`config.mk`:
```
export PLATFORM = sky130hd
export DESIGN_NAME = dac_sample_feeder
export DESIGN_NICKNAME = d
export VERILOG_FILES = /design/src/rtl/dac_pkg.sv /design/src/rtl/sync_fifo.sv /design/src/rtl/dac_sample_feeder.sv
export SDC_FILE = /design/constraint.sdc
export NUM_CORES = 1
export LEC_CHECK = 0
export BUFFER_PORTS_ARGS = -buffer_cell sky130_fd_sc_hd__buf_4
export CAP_MARGIN = 25
export CORE_MARGIN = 8
export CORE_UTILIZATION = 59
export DETAILED_ROUTE_END_ITERATION = 8
export HOLD_SLACK_MARGIN = 0.15
export PLACE_DENSITY = 0.82
export SLEW_MARGIN = 0
export SYNTH_ARGS = -nofsm -noshare
export SYNTH_HDL_FRONTEND = slang
export SYNTH_SLANG_ARGS = --single-unit
export TNS_END_PERCENT = 20
```
`constraint.sdc`:
```
create_clock -name clk -period 3.6 [get_ports clk]
set_input_delay 0.18 -clock clk [delete_from_list [all_inputs] [get_ports clk]]
set_output_delay 0.18 -clock clk [all_outputs]
set_load 0.005 [all_outputs]
```
`src/rtl/dac_pkg.sv`:
```
// Shared widths and sample-format helpers for the DAC feeder and the R2R+PWM core.
// Helpers take and return 64-bit values; callers size-cast to their own widths.
package dac_pkg;

  localparam int DEF_R2R_BITS   = 4;
  localparam int DEF_PWM_BITS   = 12;
  localparam int DEF_IN_BITS    = 16;
  localparam int DEF_FIFO_DEPTH = 8;
  localparam int DEF_CNT_BITS   = 16;

  function automatic int dac_bits(input int r2r, input int pwm);
    return r2r + pwm;
  endfunction

  function automatic logic [63:0] midscale(input int bits);
    return 64'd1 << (bits - 1);
  endfunction

  // Signed two's complement -> offset binary, then left-align or truncate to dac_width.
  function automatic logic [63:0] to_offset_binary(input logic [63:0] s, input int in_width,
                                                   input int dac_width);
    logic [63:0] ob;
    ob = s & ((64'd1 << in_width) - 64'd1);
    ob = ob ^ (64'd1 << (in_width - 1));
    if (in_width >= dac_width) return ob >> (in_width - dac_width);
    else return ob << (dac_width - in_width);
  endfunction

endpackage

```
`src/rtl/sync_fifo.sv`:
```
// Single-clock FIFO with a combinational head and an occupancy count.
// Full/empty come from level; the caller guarantees no push when full or pop when empty.
module sync_fifo #(
  parameter int WIDTH = 16,
  parameter int DEPTH = 8
) (
  input  logic                     clk,
  input  logic                     rstn,
  input  logic                     clear,
  input  logic                     push,
  input  logic                     pop,
  input  logic [WIDTH-1:0]         wdata,
  output logic [WIDTH-1:0]         rdata,
  output logic [$clog2(DEPTH):0]   level
);

  localparam int AW = $clog2(DEPTH);
  localparam logic [AW-1:0] PTR_ONE = AW'(1);
  localparam logic [AW:0]   LVL_ONE = (AW + 1)'(1);

  logic [WIDTH-1:0] r_mem [DEPTH];
  logic [AW-1:0]    r_wptr;
  logic [AW-1:0]    r_rptr;
  logic [AW:0]      r_level;

  always_ff @(posedge clk) begin
    if (push && !clear) r_mem[r_wptr] <= wdata;
  end

  always_ff @(posedge clk or negedge rstn) begin
    if (!rstn) begin
      r_wptr  <= '0;
      r_rptr  <= '0;
      r_level <= '0;
    end else if (clear) begin
      r_wptr  <= '0;
      r_rptr  <= '0;
      r_level <= '0;
    end else begin
      if (push) r_wptr <= r_wptr + PTR_ONE;
      if (pop)  r_rptr <= r_rptr + PTR_ONE;
      if (push && !pop)      r_level <= r_level + LVL_ONE;
      else if (pop && !push) r_level <= r_level - LVL_ONE;
    end
  end

  assign rdata = r_mem[r_rptr];
  assign level = r_level;

endmodule

```
`src/rtl/dac_sample_feeder.sv`:
```
// Buffers signed PCM samples and serves one offset-binary value per DAC frame,
// holding the last value and counting starved frames when the buffer runs dry.
module dac_sample_feeder import dac_pkg::*; #(
  parameter int R2R_BITS   = DEF_R2R_BITS,
  parameter int PWM_BITS   = DEF_PWM_BITS,
  parameter int IN_BITS    = DEF_IN_BITS,
  parameter int FIFO_DEPTH = DEF_FIFO_DEPTH,
  parameter int CNT_BITS   = DEF_CNT_BITS
) (
  input  logic                            clk,
  input  logic                            rstn,
  input  logic                            flush,
  input  logic                            in_valid,
  output logic                            in_ready,
  input  logic [IN_BITS-1:0]              in_data,
  input  logic                            val_req,
  output logic [R2R_BITS+PWM_BITS-1:0]    dac_val,
  output logic                            underrun,
  output logic [CNT_BITS-1:0]             underrun_cnt,
  output logic [$clog2(FIFO_DEPTH):0]     fifo_level
);

  localparam int DAC_BITS = dac_bits(R2R_BITS, PWM_BITS);
  localparam int LW       = $clog2(FIFO_DEPTH) + 1;
  localparam logic [DAC_BITS-1:0] MID      = DAC_BITS'(midscale(DAC_BITS));
  localparam logic [LW-1:0]       LVL_FULL = LW'(FIFO_DEPTH);
  localparam logic [CNT_BITS-1:0] CNT_ONE  = CNT_BITS'(1);
  localparam logic [CNT_BITS-1:0] CNT_MAX  = {CNT_BITS{1'b1}};

  logic                r_ready_en;
  logic [DAC_BITS-1:0] r_dac_val;
  logic                r_underrun;
  logic [CNT_BITS-1:0] r_cnt;

  logic [IN_BITS-1:0]  w_head;
  logic [LW-1:0]       w_level;
  logic [DAC_BITS-1:0] w_conv;
  logic                w_empty;
  logic                w_push;
  logic                w_pop;
  logic                w_starve;

  // in_ready depends only on level, flush and reset state; never on val_req.
  assign w_empty  = (w_level == '0);
  assign in_ready = r_ready_en & (w_level != LVL_FULL) & ~flush;
  assign w_push   = in_valid & in_ready;
  assign w_pop    = val_req & ~flush & ~w_empty;
  assign w_starve = val_req & ~flush & w_empty;
  assign w_conv   = DAC_BITS'(to_offset_binary(64'(w_head), IN_BITS, DAC_BITS));

  sync_fifo #(
    .WIDTH (IN_BITS),
    .DEPTH (FIFO_DEPTH)
  ) u_fifo (
    .clk   (clk),
    .rstn  (rstn),
    .clear (flush),
    .push  (w_push),
    .pop   (w_pop),
    .wdata (in_data),
    .rdata (w_head),
    .level (w_level)
  );

  always_ff @(posedge clk or negedge rstn) begin
    if (!rstn) begin
      r_ready_en <= 1'b0;
      r_dac_val  <= MID;
      r_underrun <= 1'b0;
      r_cnt      <= '0;
    end else begin
      r_ready_en <= 1'b1;
      r_underrun <= w_starve;
      if (flush)      r_dac_val <= MID;
      else if (w_pop) r_dac_val <= w_conv;
      if (w_starve && r_cnt != CNT_MAX) r_cnt <= r_cnt + CNT_ONE;
    end
  end

  assign dac_val      = r_dac_val;
  assign underrun     = r_underrun;
  assign underrun_cnt = r_cnt;
  assign fifo_level   = w_level;

endmodule
```
# Word-level counts from Yosys, hierarchy flattened
# Memory sizes are Yosys's and may differ from the RTL's.
# Cells that the tools add are included.
# Widths: inputs -> output; s select.
# totals
register_bits	44
ram_bits	128
in_bits	21
output_inout_bits	38
elab_cells	46
mem_count	1
# op_classes
addsub	5
n_eq_ne	2
n_mux	11
bitwise_logic	9
n_reduce_logical	11
# mem_list
name	depth	width	rd	rd_ports_with_merged_regs	write_ports	line	source
u_fifo.r_mem	8	16	1	0	1	sync_fifo.sv:21	logic [WIDTH-1:0] r_mem [DEPTH];
# ops
operator	count
$mux 16	2
$add 16x1->16 const B	1
$ne 16x16->1 const B	1
$mux 3	4
$mux 4	3
$add 3x1->3 const B	2
$and 1x1->1	6
$add 4x1->4 const B	1
$logic_and 1x1->1	4
$logic_not 4->1	1
$ne 4x4->1 const B	1
$reduce_bool 2->1	2
$sub 4x1->4 const B	1
$logic_not 1->1	3
$not 1->1	3
$reduce_bool 3->1	1
$mux 1	2

# Depth between registers and ports, before layout
# depth
depth_word	9
depth_mapped	10
mapped_depth_nobuf	9

# Modules after synthesis
# From an unflattened synthesis, not the netlist that was laid out.
# unflattened
cells_unflattened	404
hier_area_um2	7156.9
# modules_own_cells
module	instances	cells_each	area_per_inst_um2	seq_area_each_um2
sync_fifo	1	254	5537.8	4093.9
dac_sample_feeder	1	150	1619.1	852.1

# Least setup slack after synthesis
# OpenSTA, ideal clock, no wires.
# synth_timing
kind	reg2reg
startpoint	register u_fifo.r_level[1], in the netlist u_fifo.level[1]
endpoint	memory u_fifo.r_mem[2][0] (enable)
setup_time_ns	0.413
arrival_ns	2.433
required_time_ns	3.187
slack_ns	0.755
stages_incl_launch_ff	6
n_path_buf	1
synth_period_minus_slack_ns	2.845
cell_sequence	dfrtp_1 -> nor3_1 -> a211oi_2 -> buf_2 -> nand2b_1 -> nor3b_1
# synth_between
elab_chain_cells	7
# synth_rtl
element	line	source
start: declaration	sync_fifo.sv:24	logic [AW:0] r_level;
start signal: assignment	sync_fifo.sv:42	if (push && !pop) r_level <= r_level + LVL_ONE;
start signal: assignment	sync_fifo.sv:43	else if (pop && !push) r_level <= r_level - LVL_ONE;
$ne 4x4->1	dac_sample_feeder.sv:45	assign in_ready = r_ready_en & (w_level != LVL_FULL) & ~flush;
$and 1x1->1 (2 in a row)	dac_sample_feeder.sv:45	
$and 1x1->1	dac_sample_feeder.sv:46	assign w_push = in_valid & in_ready;
$logic_and 1x1->1	sync_fifo.sv:27	if (push && !clear) r_mem[r_wptr] <= wdata;
$mux 1	sync_fifo.sv:27	
$mux 1 (not written as such)	sync_fifo.sv:27	
end: declaration	sync_fifo.sv:21	
# Every way passes these cells.

# Worst setup path in the final report
# layout_timing
startpoint	input port flush
endpoint	register u_fifo.r_level[3], in the netlist u_fifo.level[3]
# layout_between
elab_chain_cells	7
word_cells_on_any_way	12
classes_between	mux (2); bitwise (5); reduce/logical (5)
# layout_rtl
element	line	source
start: declaration	dac_sample_feeder.sv:12	input logic flush,
$not 1->1	dac_sample_feeder.sv:45, dac_sample_feeder.sv:47	
$and 1x1->1 (2 in a row)	dac_sample_feeder.sv:47	assign w_pop = val_req & ~flush & ~w_empty;
$logic_not 1->1	sync_fifo.sv:42	
$logic_and 1x1->1	sync_fifo.sv:42	
$mux 4	sync_fifo.sv:42	
$mux 4	sync_fifo.sv:35	end else if (clear) begin
# Parallel ways exist; a longest one is shown, timed or not.
# A chain may end at the register's enable or synchronous reset.

==> run metrics <==
Final ANT Viol Nets=0; Fin. Hold Viols=0; count of final setup violators=0; worst clock skew=0.005831 ns; WL/cell=22.35 um; Num CTS Buffers=17; die width=124.2 um; Placed Instances=584; Fmax=342.8 MHz; Met2 Wirelength=7319 um; average vias per placed instance=6.044; Antenna Diode Count=0; largest net degree at the start of global routing=45; die area=15420 um^2; Met3 Wirelength=910 um; Site Rows=39; DR pass1 iterations=5; ys async rst share=0.2558; Leak Pwr=3.046 nW; cell count after synthesis=389; relative slew slack=0.4186; Max Cap Violations=0; final net count=507; Synth Net Count=416; grt ovf=0; Skew-Pair Late Insertion Delay=0.43 ns; # IOs=59; Setup crit start kind=input pin; Sw Share=0.2547; crit-path max FO=26; clock root buffer=clkbuf_16; CP arrival=3.22 ns; die height=124.2 um; fin crit share=0.8103; GP Congestion=0.8073; Final Util=0.7346; Peak VDD IR=0.6295 mV; Main synth FF type=edfxtp_1; Yosys reg bits=172; area grow syn2layout=21.52%; core area=11420 um^2; Slew @ Worst Pin=0.8721 ns; drt total wl=14220 um; Setup TNS=0 ns; Flop pwr share=0.470; commonest non-fill, non-tap cells in the layout=edfxtp_1, buf_4, dfrtp_1; Synth Area per Inst=17.75 um^2; main combinational cell family by area after synthesis=multiplexers; initial antenna violation count=0; Top Metal Used=met4; yosys warns=0; # port buffers=58; Clock Tree Buf Depth=2; Internal Power=3.834 mW; H-tree depth=4; CTS tree=yes; Starting Density=0.6045; max-slew violation count=0; EDFF count, synth=128; layout cells sized above 1=0.3124; kind of critical path=input pin to register; CTS Sinks=172; adder-cell share of the synthesized area=0.01196; DRC Markers=0; M1 WL=5664 um; Post-Synth XOR/XNOR Area=0.02157; clock period minus worst slack=2.917 ns; commonest non-fill, non-tap cell in the layout=edfxtp_1; initial DRC count=278; post-CTS setup buffers=0; Post-Syn Area=6903 um^2; first-pass GRT wire length=21710 um; Clk pin slew, worst setup/hold paths=0.06 ns; complex-gate fraction of the synthesized area=0.02483; Combinational Power Share=0.174; type of the worst min-delay path=input pin to register; Pwr Density=613.3 nW/um^2; Post-DP HPWL=8541 um; FF-to-FF setup slack=0.74 ns; Final Instance Count excl. Fillers=636; CP endpoint kind=register; mux contribution to synthesized area=0.1310; outcome=completed; Clk network pwr share=0.356; vias in the first global route=4018; Critical Path RT=3.91 ns; Total Routing Usage GR=0.1950; P_sw=1.310 mW; routed vias=3844; RSZ-0062 raised after global routing=no; register area share after synthesis=0.7165; Synth cell types=42; post-synthesis simple-gate area fraction=0.07975
## final timing paths
check	start	endpoint	cells after the start
setup / recovery	flush	u_fifo.level[3]	11
hold / removal	in_valid	u_fifo.r_wptr[0]	4
min in group asynchronous	rstn	u_fifo.level[3]	2
max in group asynchronous	rstn	u_fifo.r_rptr[0]	2
hold reg to reg	underrun_cnt[5]	underrun_cnt[5]	1
setup reg to reg	u_fifo.level[1]	u_fifo.level[3]	9
## stage by stage
stage / power (mW) / hold slack (ns) / instance area, um^2 / setup WS (ns)
after floorplan: 2.977 / -0.1156 / 6903 / 0.7547
after global placement: 3.306 / 0.2057 / 7571 / 0.8982
after detailed placement: 3.336 / 0.2128 / 7571 / 0.7637
after CTS: 5.181 / 0.2140 / 8361 / 0.6926
after global routing: 5.341 / 0.2628 / 8388 / 0.4547
final: 5.144 / 0.2328 / 8388 / 0.6831
## power by group through the flow
stage	logic [mW]	clock network, mW	registers, mW
2_1_floorplan	0.593	0	2.38
3_3_place_gp	0.852	0	2.45
3_5_place_dp	0.876	0	2.46
4_1_cts	0.901	1.86	2.42
5_1_grt	0.974	1.93	2.44
6_report	0.894	1.83	2.42
## area by class of cell
type | instances | area (um^2)
Sequential cell | 172 | 4947
Fill cell | 671 | 3030
Multi-Input combinational cell | 194 | 1892
Timing Repair Buffer | 89 | 748.2
Clock buffer | 17 | 425.4
Tap cell | 143 | 178.9
Clock inverter | 15 | 173.9
Inverter | 6 | 22.52
## cell usage after synthesis, drive strengths merged, types with 5 or more instances
master | number | share of area
edfxtp | 128 | 0.56
dfrtp | 43 | 0.16
mux4 | 32 | 0.10
nand2 | 22 | 0.013
o21ai | 20 | 0.015
nand3b | 16 | 0.017
mux2i | 15 | 0.022
nor2 | 12 | 0.0065
clkbuf | 10 | 0.0054
xnor2 | 10 | 0.013
a21oi | 8 | 0.0063
nand3 | 8 | 0.0065
buf | 7 | 0.0051
xor2 | 7 | 0.0089
inv | 6 | 0.0033
ha | 5 | 0.0091
nand2b | 5 | 0.0045
## cells by family after synthesis
group                      after synthesis
DFF                                    172
and+or+nand+nor                         89
muxes                                   50
AOI/OAI and AO/OA                       31
buffers and inverters                   23
xor gates and xnor gates                17
adders and majority gates                6
other                                    1
## metal layers
layer / vias up / track usage
met5: - / 0
met4: 0 / 0.08922
met3: 28 / 0.04533
met2: 148 / 0.3297
met1: 1967 / 0.2344
li1: 1701 / -
## state kept, by name, indices dropped and copies added, names as in the netlist
name,cells
underrun_cnt,16
u_fifo.level,4
underrun,1
u_fifo.r_wptr,3
u_fifo.r_mem,128
r_ready_en,1
dac_val,16
u_fifo.r_rptr,3
## critical path: stages
cell and delay (ns):
dlygate4sd3_1 0.54, buf_4 0.22, nand2b_1 0.20, a211oi_2 0.65, nand2_1 0.24, ha_1 0.38
a21oi_1 0.17, nand2_1 0.12, nand3_2 0.10, a21oi_1 0.07, or3_1 0.35
## timing repair
action,4_1_cts,5_1_grt
hold buffers,19,0
setup endpoints to repair,0,0
hold endpoints to repair,175,0
resized for setup,0,0
Power figures use the tool's default switching activity.
